$ cat src/rtl/fetch_stage.sv
// Instruction fetch stage: one outstanding imem request, pushes {valid, pc, insn} into the IQ.
// Optional performance counters are enabled with `define FETCH_PERF_CNT_EN.
module fetch_stage #(
    parameter logic [31:0] RESET_PC = 32'h1eceb000
) (
    input  logic        clk,
    input  logic        rst,
    input  logic        branch_mispredict,
    input  logic [31:0] branch_target,
    output logic [31:0] imem_addr,
    output logic [3:0]  imem_rmask,
    input  logic [31:0] imem_rdata,
    input  logic        imem_resp,
    input  logic        iq_full,
    output logic        iq_push,
    output logic [64:0] iq_data
`ifdef FETCH_PERF_CNT_EN
    ,
    output logic [31:0] perf_fetched,
    output logic [31:0] perf_flushed
`endif
);

    typedef enum logic [1:0] {
        StIssue,
        StWait,
        StHold,
        StFlush
    } state_e;

    state_e      state_q, state_d;
    logic [31:0] pc_q, pc_d;
    logic [31:0] req_addr_q, req_addr_d;
    logic [31:0] hold_q, hold_d;
    logic        push;

    always_ff @(posedge clk) begin
        if (rst) begin
            state_q    <= StIssue;
            pc_q       <= RESET_PC;
            req_addr_q <= RESET_PC;
            hold_q     <= 32'h0;
        end else begin
            state_q    <= state_d;
            pc_q       <= pc_d;
            req_addr_q <= req_addr_d;
            hold_q     <= hold_d;
        end
    end

    always_comb begin
        state_d    = state_q;
        pc_d       = pc_q;
        req_addr_d = req_addr_q;
        hold_d     = hold_q;
        push       = 1'b0;
        imem_rmask = 4'h0;
        iq_data    = 65'b0;
        // While flushing, keep presenting the address of the request being discarded.
        imem_addr  = (state_q == StFlush) ? req_addr_q : pc_q;

        unique case (state_q)
            StIssue: begin
                imem_rmask = 4'hF;
                req_addr_d = pc_q;
                state_d    = branch_mispredict ? StFlush : StWait;
            end
            StWait: begin
                if (imem_resp) begin
                    if (branch_mispredict) begin
                        state_d = StIssue;
                    end else if (!iq_full) begin
                        push    = 1'b1;
                        iq_data = {1'b1, pc_q, imem_rdata};
                        state_d = StIssue;
                    end else begin
                        hold_d  = imem_rdata;
                        state_d = StHold;
                    end
                end else if (branch_mispredict) begin
                    state_d = StFlush;
                end
            end
            StHold: begin
                if (branch_mispredict) begin
                    state_d = StIssue;
                end else if (!iq_full) begin
                    push    = 1'b1;
                    iq_data = {1'b1, pc_q, hold_q};
                    state_d = StIssue;
                end
            end
            StFlush: begin
                if (imem_resp) begin
                    state_d = StIssue;
                end
            end
            default: state_d = StIssue;
        endcase

        if (push) begin
            pc_d = pc_q + 32'd4;
        end
        // A redirect wins over any push and always retargets the pc.
        if (branch_mispredict) begin
            pc_d = branch_target;
        end

        if (rst) begin
            imem_rmask = 4'h0;
            push       = 1'b0;
            iq_data    = 65'b0;
        end
    end

    assign iq_push = push;

`ifdef FETCH_PERF_CNT_EN
    logic        drop;
    logic [31:0] fetched_q, flushed_q;

    // A discarded response or a dropped hold buffer each count as one flushed fetch.
    always_comb begin
        drop = 1'b0;
        if (!rst) begin
            drop = (state_q == StWait  && imem_resp && branch_mispredict) ||
                   (state_q == StHold  && branch_mispredict) ||
                   (state_q == StFlush && imem_resp);
        end
    end

    always_ff @(posedge clk) begin
        if (rst) begin
            fetched_q <= 32'h0;
            flushed_q <= 32'h0;
        end else begin
            if (push) begin
                fetched_q <= fetched_q + 32'd1;
            end
            if (drop) begin
                flushed_q <= flushed_q + 32'd1;
            end
        end
    end

    assign perf_fetched = fetched_q;
    assign perf_flushed = flushed_q;
`endif

endmodule

$ cat config.mk
export PLATFORM = sky130hd
export DESIGN_NAME = fetch_stage
export DESIGN_NICKNAME = d
export VERILOG_FILES = /design/src/rtl/fetch_stage.sv
export SDC_FILE = /design/constraint.sdc
export NUM_CORES = 1
export LEC_CHECK = 0
export BUFFER_PORTS_ARGS = -buffer_cell sky130_fd_sc_hd__buf_2
export CORE_MARGIN = 2
export CORE_UTILIZATION = 36
export DETAILED_ROUTE_END_ITERATION = 8
export MAX_ROUTING_LAYER = met4
export SYNTH_ARGS = -nofsm -noshare
export SYNTH_HDL_FRONTEND = slang
export SYNTH_SLANG_ARGS = --single-unit
export TNS_END_PERCENT = 100
$ cat constraint.sdc
create_clock -name clk -period 4.55 [get_ports clk]
set_clock_uncertainty 0.05 [all_clocks]
set_input_delay 0.91 -clock clk [delete_from_list [all_inputs] [get_ports clk]]
set_output_delay 0.91 -clock clk [all_outputs]
set_load 0.005 [all_outputs]
==> impl_metrics.tcl <==
set metrics [dict create \
    nets 878 \
    numCtsBuffers 9 \
    ys_seq_elements 98 \
    dp_slack_ns 1.03 \
    io_pins 171 \
    viasPerCell 5.34 \
    cpMaxStageDelayCell "o21ba_2" \
    power_density_nw_per_um2 357 \
    synth_area_per_cell_um2 8.08 \
    p_switching_mw 0.736 \
    setup_viol 0 \
    synthDistinctLibCells 55 \
    path_cells "buf_2 > nor4bb_4 > o21ba_2 > and2_2 > buf_2" \
    worst_slew_pin_slew_ns 0.915 \
    numPlacedInstances 976 \
    insertion_delay_ns 0.35 \
    grt_pass1_vias 4779 \
    synth-edff-count 0 \
    antenna_found_initial 1 \
    die_h_um 127 \
    critPathLaunchType "primary input" \
    hpwl_mm 10.5 \
    die_w_um 127 \
    power.leakage_nw 2.75 \
    slew_violations 0 \
    slowest_delay_ns 0.63 \
    drc_errors 0 \
    relSlewSlack 0.390 \
    synthFlopType "dfxtp_1" \
    critPathKind "primary input to output port" \
    wirelength_mm 15.6 \
    min_period_over_period 0.770 \
    cts-resized-gates 0 \
    p_clk_frac 0.328 \
    fin_setup_tns_ns 0 \
    synth_area_um2 5450 \
    crit_top_cell "buf_2" \
    die-area_um2 16100 \
    postSynthCellCount 674 \
    area_delta_synth_final_pct 22.4 \
    rsz0062_at_grt "false" \
    port-buffer-count 170 \
    cts_tree "built" \
    fin_crit_ns 3.50 \
    outcome "complete, no violations" \
    swShare 0.309 \
    wl_per_cell_um 15.7 \
    core_area_um2 14600 \
    final_antenna_net_count 0 \
    cts_hold_buf 0 \
    grt_pass1_wl_mm 25.0 \
    max_freq_mhz 286 \
    start_util 0.372 \
    hold_viol_final 0 \
    seq_power_share 0.423 \
    maxCapViolCount 0 \
    worstPathRequired_ns 3.59 \
    cts-root-buf "clkbuf_16" \
    dr.first_iter.drc_count 397 \
    intPower_mw 1.64 \
    fin_cells 993 \
    worst_ep_arrival_time_ns 2.54 \
    setup_ws_ns 1.05 \
    vias 5305 \
    hold-worst-slack_ns 0.405 \
    hp-class "flop to flop" \
    gp_congestion 0.772 \
    numClockSinks 98 \
    num_rows 44 \
    ys_seq_area_frac 0.360 \
    gr-total-overflow 0 \
    path_clk_slew_ns 0.06 \
    grt_max_degree 80 \
    grt_util_all_layers 0.198 \
    syn_nets 749 \
    synthArstFlopShare 0 \
    drive_above_1_share 0.290 \
    path_max_fanout 36 \
    combPwrFrac 0.249 \
    peakVddDrop_v 0.000152 \
    clock_path_buffers 2 \
    dr.pass1.iters 5 \
    cts_setup_buffers 0 \
    worstSetupEndpointType "output port" \
    yosysWarnings 0 \
    htree_levels 3 \
]
==> cells in the mapped netlist (9+ instances only) <==
master | n | share of area
a211o_1 | 12 | 0.019
a211oi_1 | 9 | 0.012
a21oi_1 | 38 | 0.035
a22oi_1 | 33 | 0.045
a311oi_1 | 9 | 0.014
a31oi_1 | 10 | 0.011
and2_1 | 34 | 0.039
clkbuf_1 | 44 | 0.030
dfxtp_1 | 98 | 0.36
mux2_2 | 29 | 0.060
mux2i_1 | 23 | 0.042
nand2_1 | 79 | 0.054
nand3_1 | 12 | 0.011
nand4_1 | 9 | 0.010
nor2_1 | 76 | 0.052
nor2b_1 | 14 | 0.016
nor3_1 | 17 | 0.016
o21ai_0 | 10 | 0.0092
or3_1 | 12 | 0.014
or4_1 | 12 | 0.017
==> power groups by stage <==
stage          logic [mW]  clock network (mW)  registers, mW
3_5_place_dp        0.591                   0           1.03
5_1_grt             0.656               0.831           1.02
6_report            0.592               0.780           1.01
4_1_cts             0.595               0.796           1.01
2_1_floorplan       0.437                   0           1.00
3_3_place_gp        0.589                   0           1.03
==> through the flow <==
stage | total power, mW | instance area [µm²] | util
floorplan | 1.44 | 5450 | -
global placement | 1.61 | 6360 | 0.435
detailed placement | 1.62 | 6360 | 0.435
CTS | 2.40 | 6660 | 0.455
global route | 2.51 | 6670 | 0.455
finish | 2.38 | 6670 | 0.455
==> state kept, by name, summed over array words and instances, names as in the netlist <==
signal	cells
state_q	2
hold_q	32
pc_q	32
req_addr_q	32
==> final timing paths <==
path | slack (ns) | from | cells past startpoint | to
worst max-delay path | 1.05 | branch_mispredict | 5 | iq_data[36]
worst min-delay path | 0.41 | hold_q[19]$_SDFFE_PP0P_ | 2 | hold_q[19]$_SDFFE_PP0P_
worst max register to register | 1.88 | state_q[1]$_SDFFE_PP0P_ | 6 | pc_q[16]$_SDFFE_PP0P_
worst min register to register | 0.41 | hold_q[19]$_SDFFE_PP0P_ | 2 | hold_q[19]$_SDFFE_PP0P_
==> placed cells by master, fill, tap and decap left out, types with 12 or more instances in the layout <==
cell type and instances:
buf_2 169, dfxtp_1 98, nand2_1 79, nor2_1 76
a21oi_1 38, and2_1 34, a22oi_1 33, mux2_2 29
mux2i_1 23, nor3_1 17, nor2b_1 14, nand3_1 12
a211o_1 12, or3_1 12, or4_1 12
==> cell families after synthesis <==
kind of cell / after synthesis / synth area share
AND/OR/NAND/NOR: 298 / 0.277
AO/OA/AOI/OAI: 143 / 0.181
flip-flops: 98 / 0.360
buffers and inverters: 69 / 0.0528
multiplexers: 52 / 0.102
XOR/XNOR: 8 / 0.0129
adder cells (fa/ha/maj): 6 / 0.0138
==> critical path: cells and delay by family <==
family                 cells  cell delay [ns]
AOI/OAI and AO/OA          1             0.63
and+or+nand+nor            2             0.61
buffers and inverters      2             0.38
==> routing by layer <==
layer / wire, µm / vias up / track usage
met1: 7710 / 2469 / 0.276
met3: 844 / 14 / 0.0314
met5: 0 / - / -
met4: 186 / 0 / 0.0575
met2: 6880 / 148 / 0.297
li1: - / 2674 / -
==> final cells by class <==
| class | count | area [µm²] |
|---|---|---|
| inverters | 8 | 30.0 |
| diodes | 1 | 2.50 |
| flip-flops and latches | 98 | 1960 |
| clock buffers | 12 | 246 |
| multi-input cells | 507 | 3220 |
| repair buffers | 179 | 921 |
| fillers | 1530 | 7980 |
| well taps | 184 | 230 |
| clock inverters | 4 | 51.3 |
No activity file was read; power rests on OpenSTA's default activity.
